--- config.mk ---
export PLATFORM = sky130hd
export DESIGN_NAME = mem_access_ctrl
export DESIGN_NICKNAME = d
export VERILOG_FILES = /design/src/rtl/mem_access_ctrl.sv
export SDC_FILE = /design/constraint.sdc
export NUM_CORES = 1
export LEC_CHECK = 0
export ABC_AREA = 0
export BUFFER_PORTS_ARGS = -buffer_cell sky130_fd_sc_hd__buf_2
export CORE_ASPECT_RATIO = 0.5
export CORE_MARGIN = 5
export CORE_UTILIZATION = 43
export CTS_CLUSTER_SIZE = 16
export DETAILED_ROUTE_END_ITERATION = 12
export PLACE_DENSITY = 0.83
export SLEW_MARGIN = 20
export SYNTH_ARGS = -nofsm -noshare
export SYNTH_HDL_FRONTEND = slang
export SYNTH_SLANG_ARGS = --single-unit
export TNS_END_PERCENT = 10
--- constraint.sdc ---
create_clock -name CLK -period 3.35 [get_ports CLK]
set_input_delay 0.67 -clock CLK [delete_from_list [all_inputs] [get_ports CLK]]
set_output_delay 0.67 -clock CLK [all_outputs]
set_load 0.03 [all_outputs]
--- src/rtl/mem_access_ctrl.sv ---
// Memory-stage controller: one cache request per instruction, stall on miss.
// Optional watchdog built when MEM_TIMEOUT_EN is defined.
module mem_access_ctrl #(
    parameter int TIMEOUT_CYCLES = 255
) (
    input  logic        CLK,
    input  logic        nRST,
    input  logic [31:0] aluout_i,
    input  logic [31:0] rdat2_i,
    input  logic        dREN_i,
    input  logic        dWEN_i,
    input  logic        halt_i,
    input  logic        freeze,
    input  logic        flush,
    input  logic        dhit,
    input  logic [31:0] dmemload,
    output logic        dmemREN,
    output logic        dmemWEN,
    output logic [31:0] dmemaddr,
    output logic [31:0] dmemstore,
    output logic        mem_stall,
    output logic [31:0] loaddata_o,
    output logic        halt_o,
    output logic [31:0] stall_cnt,
    output logic        timeout_err
);

    typedef enum logic [1:0] {
        IDLE,
        ACCESS,
        HOLD
    } state_t;

    state_t      state;
    state_t      state_n;
    logic        memop;
    logic        active;
    logic        tmo;
    logic [31:0] held_data;

    assign memop  = dREN_i | dWEN_i;
    assign active = (state != HOLD);

    assign dmemREN   = dREN_i & active & ~flush;
    assign dmemWEN   = dWEN_i & active & ~flush;
    assign dmemaddr  = aluout_i;
    assign dmemstore = rdat2_i;
    assign mem_stall = memop & ~dhit & active & ~flush;

    assign loaddata_o = (state == HOLD) ? held_data : dmemload;

`ifdef MEM_TIMEOUT_EN
    localparam int WCW_RAW = $clog2(TIMEOUT_CYCLES + 1);
    localparam int WCW     = (WCW_RAW > 8) ? WCW_RAW : 8;

    logic [WCW-1:0] wait_cnt;
    logic           tmo_q;

    // Wait counter: zero outside ACCESS, counts each ACCESS cycle
    always_ff @(posedge CLK or negedge nRST) begin
        if (!nRST) begin
            wait_cnt <= '0;
        end else if (state == ACCESS) begin
            wait_cnt <= wait_cnt + 1'b1;
        end else begin
            wait_cnt <= '0;
        end
    end

    // Last permitted ACCESS cycle without a hit trips the watchdog
    assign tmo = (state == ACCESS) & ~dhit & ~flush &
                 (wait_cnt == WCW'(TIMEOUT_CYCLES - 1));

    // Sticky watchdog error flag
    always_ff @(posedge CLK or negedge nRST) begin
        if (!nRST) begin
            tmo_q <= 1'b0;
        end else if (tmo) begin
            tmo_q <= 1'b1;
        end
    end

    assign timeout_err = tmo_q;
`else
    // No watchdog: ACCESS waits for the cache indefinitely
    assign tmo         = 1'b0;
    assign timeout_err = 1'b0 & (TIMEOUT_CYCLES != 0);
`endif

    // State register
    always_ff @(posedge CLK or negedge nRST) begin
        if (!nRST) begin
            state <= IDLE;
        end else begin
            state <= state_n;
        end
    end

    // Next-state logic; flush overrides everything
    always_comb begin
        state_n = state;
        if (flush) begin
            state_n = IDLE;
        end else begin
            unique case (state)
                IDLE: begin
                    if (memop) begin
                        if (!dhit) begin
                            state_n = ACCESS;
                        end else if (freeze) begin
                            state_n = HOLD;
                        end else begin
                            state_n = IDLE;
                        end
                    end
                end
                ACCESS: begin
                    if (dhit) begin
                        state_n = freeze ? HOLD : IDLE;
                    end else if (tmo) begin
                        state_n = IDLE;
                    end
                end
                HOLD: begin
                    if (!freeze) begin
                        state_n = IDLE;
                    end
                end
                default: state_n = IDLE;
            endcase
        end
    end

    // Capture load data when the cache completes a live read
    always_ff @(posedge CLK or negedge nRST) begin
        if (!nRST) begin
            held_data <= '0;
        end else if (dhit & dREN_i & active & ~flush) begin
            held_data <= dmemload;
        end
    end

    // Sticky halt once the halting instruction leaves MEM
    always_ff @(posedge CLK or negedge nRST) begin
        if (!nRST) begin
            halt_o <= 1'b0;
        end else if (halt_i & ~flush & ~mem_stall) begin
            halt_o <= 1'b1;
        end
    end

    // Saturating count of stalled cycles
    always_ff @(posedge CLK or negedge nRST) begin
        if (!nRST) begin
            stall_cnt <= '0;
        end else if (mem_stall && (stall_cnt != 32'hFFFF_FFFF)) begin
            stall_cnt <= stall_cnt + 32'd1;
        end
    end

endmodule
==> impl_results.md, run 1 <==
- Dpl cell area: around 4000 sq um
- Slowest stage cell, crit path: nor2b_4
- Register area share after synthesis: between 40 and 50%
- Clk buf depth: 2
- Final Cell Area: about 4300 sq um
- Crit-path leading delay family: simple AND/OR/NAND/NOR gates
- Yosys cell types: 36
- CP Buf/Inv Count: 1
- First-pass GRT wire length: roughly 13000 um
- Placed Cells: around 480
- Slew HR: between 30 and 40%
- Syn-to-layout area delta: 12.6%
- Mean post-synth cell area: around 11 sq um
- Synth area leaders: dfrtp_1 44%, mux2_2 19%, buf_4 13%
- DR DRC count: 0
- Synth top cells by count: 67 x dfrtp_1, 65 x buf_4, 64 x mux2_2
- TritonCTS buffer count: 9
- Layout cells sized above 1: 52.2%
- Sequential cell area: about 1700 sq um
- Nets: between 400 and 500
- Final period util: 83.3%
- Peak Freq: approximately 0.36 GHz
- Setup violations, final: 0
- Unrepaired setup endpoints after global routing: no
- Area occupied by multi-input gates: around 1600 sq um
- PortBufs: 107
- Diode count: 0
- Outcome: completed
- CP peak stage delay: about 0.76 ns
- P_leak: roughly 2.0 nW
- Grt ovf: 0
- Max-cap violations: 0
- Worst setup EP type: primary output
- CTS tree: yes
- Number of H-tree levels: 3
- Dpl hpwl: between 5000 and 6000 um
- Fin Hold WS: approximately 0.47 ns
- VDD IR max: around 0.24 mV
- CTS Hold Bufs: 0
- Post-CTS Resized: 0
- Clk_lat worst skew: between 0.3 and 0.4 ns
- Seq cells post-synth: between 60 and 70
- Worst path cell trace: nor2b_4, mux2_2, buf_2
- Pins Over Slew Limit: 0
- CTS clock-pin slew for the worst setup and hold paths: around 0.050 ns
- Starting DRT DRC Count: 147
- WL per Instance: 16.4 um
- Fillers: around 790
- Final ANT Viol Nets: 0
- Site Rows: 24
- WS Path Type: flop to primary output
- Top-count cell post-synth: dfrtp_1
- Post-layout min period: ~2.8 ns
- Final Wtd Congestion: about 0.8
- I/O Pins: 237
- Setup repair bufs after CTS: 0
- Syn Inst Count: between 300 and 400
- Initial antenna violation count: 0
- DR vias: 2607
- CP startpoint kind: flop
- Effective utilization at floorplan: 44.1%
- Die ar.: between 10000 and 15000 sq um
- Ys async rst share: 100%
- Synth area leader: dfrtp_1
- Final number of hold-violating endpoints: 0
- # clock sinks: between 60 and 70
- Vias per std cell: 5.21
- WP data required: 2.68 ns
- Commonest register cell after synthesis: dfrtp_1
- Chip width: about 140 um
- Clk_skew: about 0.0052 ns
- Drt total wl: 8180 um
- Vias in the first global route: 2712
- WP data arrival: ~2.1 ns
- HP Class: flop to flop
- TNS Setup: 0 ns
- Non-filler cells, final: 500
- CP max FO: 35
- CTS root buf: clkbuf_16
- 1st-pass router iterations: 4
- Worst-margin pin slew: 0.963 ns
- GRT Util Overall: between 10% and 20%
- Die height: between 70 and 80 um
- Synth warn: 0
- Power density over the cells: roughly 570 nW/um^2
- Number of synthesized flops with an enable pin: 0
- Post-Syn Nets: 438
- Cell area after synthesis: approximately 3800 sq um
- Synth top area share: 43.8%
- Pin count of the biggest net entering global routing: 68
- Placeable Area: just under 9000 sq um
[metal layers]
layer | track usage (%) | wire length, um | vias to the layer above
li1 | - | - | 1192
met1 | 16.0 | 3240 | 1318
met2 | 26.8 | 4360 | 76
met3 | 4.85 | 455 | 21
met4 | 5.36 | 129 | 0
met5 | 0 | 0 | -
[power by group]
group	switching, mW	internal [mW]
Clock	0.353	0.656
Sequential	0.0842	0.925
Combinational	0.263	0.188
[worst paths after layout]
path	from	end	slack, ns	cells past startpoint
hold reg to reg	state[1]	state[0]	0.47	1
min in group asynchronous	nRST	stall_cnt[16]	0.53	2
setup / recovery	state[0]	loaddata_o[14]	0.56	3
hold / removal	state[1]	state[0]	0.47	1
max in group asynchronous	nRST	held_data[25]	2.27	2
setup reg to reg	state[1]	stall_cnt[29]	0.88	5
[registers in the layout, indices dropped and copies added, names as in the netlist]
register	flops
halt_o	1
stall_cnt	32
state	2
held_data	32
[area by class of cell]
class	instances	share of cell area, %
Clock buffer	9	5.23
Clock inverter	7	2.35
Inverter	3	0.261
Multi-Input combinational cell	188	37.1
Sequential cell	67	38.9
Tap cell	117	3.40
Timing Repair Buffer	109	12.8
[placed cells by master (no fill, tap or decap), types with 2 or more instances in the layout]
master        n
nor3_1        6
nand3_1      16
buf_2       107
xnor2_1      17
inv_1         2
buf_4         2
mux2_2       64
nand4_1      15
mux2_1        3
or4_4         2
clkbuf_16     9
nor4_2        3
dfrtp_1      67
and4_1        2
and2_1        3
bufinv_16     2
and3_1        7
nor2_1        8
clkinvlp_4    2
xor2_1       12
nor4_1        3
clkinv_4      2
nand2_1      13
[cell families (layout without fill, tap and decap cells)]
group                    after synthesis  after routing  synth area share, %
AO/OA/AOI/OAI                          5              5                 1.57
XOR/XNOR                              29             29                 6.64
adder cells (fa/ha/maj)                1              1                0.327
buffers and inverters                 78            128                 14.6
flip-flops                            67             67                 43.8
multiplexers                          67             67                 19.7
other                                  1              1               0.0980
AND/OR/NAND/NOR                       85             85                 13.2
[per-stage QoR]
stage               setup WS (ns)  util, %  total power, mW
floorplan                   0.863        -             1.47
global placement            0.783     45.9             1.46
detailed placement          0.739     45.9             1.48
CTS                         0.518     49.6             2.50
global route                0.434     49.6             2.57
finish                      0.558     49.6             2.47
(Power assumes the default switching activity.)
==> run 2: changes to the inputs <==
==> constraint.sdc (replaced) <==
create_clock -name CLK -period 2.7 [get_ports CLK]
set_input_delay 0.54 -clock CLK [delete_from_list [all_inputs] [get_ports CLK]]
set_output_delay 0.54 -clock CLK [all_outputs]
set_load 0.03 [all_outputs]
==> run 2 against run 1 <==
Clock-buffer cell count is 3 higher; sequential power is 25% higher; power rose by 18%; core utilization up 0.16 points; non-clock buffer count rose by 5; largest cell class unchanged.
==> impl_results.md, run 2 (same netlist as run 1, synthesis figures left out) <==
- WP data required: 2.16 ns
- Max-cap violations: 0
- DR DRC count: 0
- Setup violations, final: 0
- VDD IR max: between 0.3 and 0.4 mV
- Unrepaired setup endpoints after global routing: no
- Chip width: about 140 um
- Placeable Area: between 8000 and 9000 sq um
- CTS Hold Bufs: 0
- CTS tree: yes
- Layout cells sized above 1: around 53%
- Power density over the cells: approximately 670 nW/um^2
- WP data arrival: between 1.5 and 2 ns
- Dpl hpwl: roughly 6100 um
- CP startpoint kind: flop
- TritonCTS buffer count: 9
- Clk_skew: roughly 0.0045 ns
- TNS Setup: 0 ns
- WS Path Type: flop to primary output
- Drt total wl: between 8000 and 9000 um
- CP peak stage delay: 0.66 ns
- Final number of hold-violating endpoints: 0
- Pin count of the biggest net entering global routing: between 40 and 50
- Nets: around 500
- Setup repair bufs after CTS: 0
- Grt ovf: 0
- Worst-margin pin slew: 0.766 ns
- Placed Cells: 489
- P_leak: ~2.0 nW
- Switching Share: between 20 and 30%
- Final setup margin: 0.177 ns
- Post-Place Setup Slack: between 0.2 and 0.25 ns
- Pins Over Slew Limit: 0
- Slowest stage cell, crit path: nor2b_2
- PortBufs: 107
- Starting DRT DRC Count: 216
- Pint: 2.06 mW
- GRT Util Overall: between 10% and 20%
- Final ANT Viol Nets: 0
- Outcome: completed
- CP max FO: 13
- Final Power: roughly 2.9 mW
- First-pass GRT wire length: approximately 14000 um
- CTS clock-pin slew for the worst setup and hold paths: approximately 0.050 ns
- Initial antenna violation count: 0
- Final Wtd Congestion: 0.809
- DR vias: around 2600
- CTS root buf: clkbuf_16
- Clk buf depth: 2
- Syn-to-layout area delta: 13.0%
- Vias per std cell: roughly 5.2
- Logic pwr share: between 10% and 20%
- Reg2Reg Depth: 5
- Peak Freq: slightly below 0.4 GHz
- Non-filler cells, final: around 500
- Die ar.: approximately 11000 sq um
- Diode count: 0
- Top Registers: held_data (32), stall_cnt (32), state (2)
- 1st-pass router iterations: 4
- Worst setup EP type: primary output
- Most frequent cells in the layout: 107 x buf_2, 67 x dfrtp_1, 64 x mux2_2, 17 x xnor2_1, 16 x nand3_1
- Core Util, Final: between 40% and 50%
- Worst path cell trace: nor2b_2, mux2_2, buf_2
- Clk pwr share: between 30% and 40%
- Final period util: approximately 93%
- Effective utilization at floorplan: about 44%
- Number of H-tree levels: 3
- Site Rows: 24
- Slew HR: between 40% and 50%
- Clk_lat worst skew: approximately 0.32 ns
- I/O Pins: 237
- Flop pwr share: 43.3%
- HP Class: primary input to asynchronous set/reset pin
- Total net switching power: roughly 850 uW
- Die height: 76.7 um
- Post-layout min period: between 2 and 3 ns
- Most common cell after layout, fill and taps aside: buf_2
- Vias in the first global route: between 2000 and 3000
- # clock sinks: 67
- WL per Instance: 16.5 um
run 2: per-layer routing:
layer | up-vias | GRT usage (%) | routed length [um]
met4 | 0 | 4.98 | 81
met3 | 16 | 5.59 | 492
met5 | - | 0 | 0
li1 | 1208 | - | -
met2 | 65 | 28.2 | 4510
met1 | 1335 | 17.1 | 3290
run 2: layout make-up:
type                       instances  area, sq um
multi-input combinational        189         1610
clock inverter                     4         25.0
inverter                           3         11.3
fill                             764         4360
sequential                        67         1680
tap                              117          146
timing repair buffer             114          601
clock buffer                      12          256
run 2: what timing repair did:
action | 4_1_cts | 5_1_grt
endpoints found under the hold margin | 0 | 0
endpoints found under the setup margin | 4 | 0
gates resized for setup | 0 | 0
run 2: through the flow:
step / cell area (sq um) / hold slack (ns)
6_report: 4320 / 0.232
5_1_grt: 4320 / 0.287
4_1_cts: 4320 / 0.256
3_5_place_dp: 4030 / 0.463
3_3_place_gp: 4030 / 0.447
2_1_floorplan: 3820 / 0.244
run 2: critical path, delay by kind of cell, from the launching register on:
kind / cells / cell delay [ns]
buf+inv: 1 / 0.18
simple gates: 1 / 0.66
flops: 1 / 0.41
mux: 1 / 0.41
run 2: path summary, 6_finish.rpt:
| check | start | endpoint | slack, ns |
|---|---|---|---|
| min in group CLK | dhit | state[0] | 0.43 |
| worst min register to register | halt_o | halt_o | 0.48 |
| max in group asynchronous | nRST | stall_cnt[30] | 1.82 |
| worst max register to register | state[1] | stall_cnt[31] | 0.21 |
| worst min-delay path | nRST | held_data[30] | 0.23 |
| worst max-delay path | state[1] | loaddata_o[16] | 0.18 |
run 2: power groups by stage:
stage | Combinational (mW) | Clock, mW | Sequential (mW)
floorplan | 0.495 | 0 | 1.33
global placement | 0.555 | 0 | 1.26
detailed placement | 0.567 | 0 | 1.27
CTS | 0.580 | 1.10 | 1.26
global route | 0.611 | 1.16 | 1.28
finish | 0.571 | 1.08 | 1.26
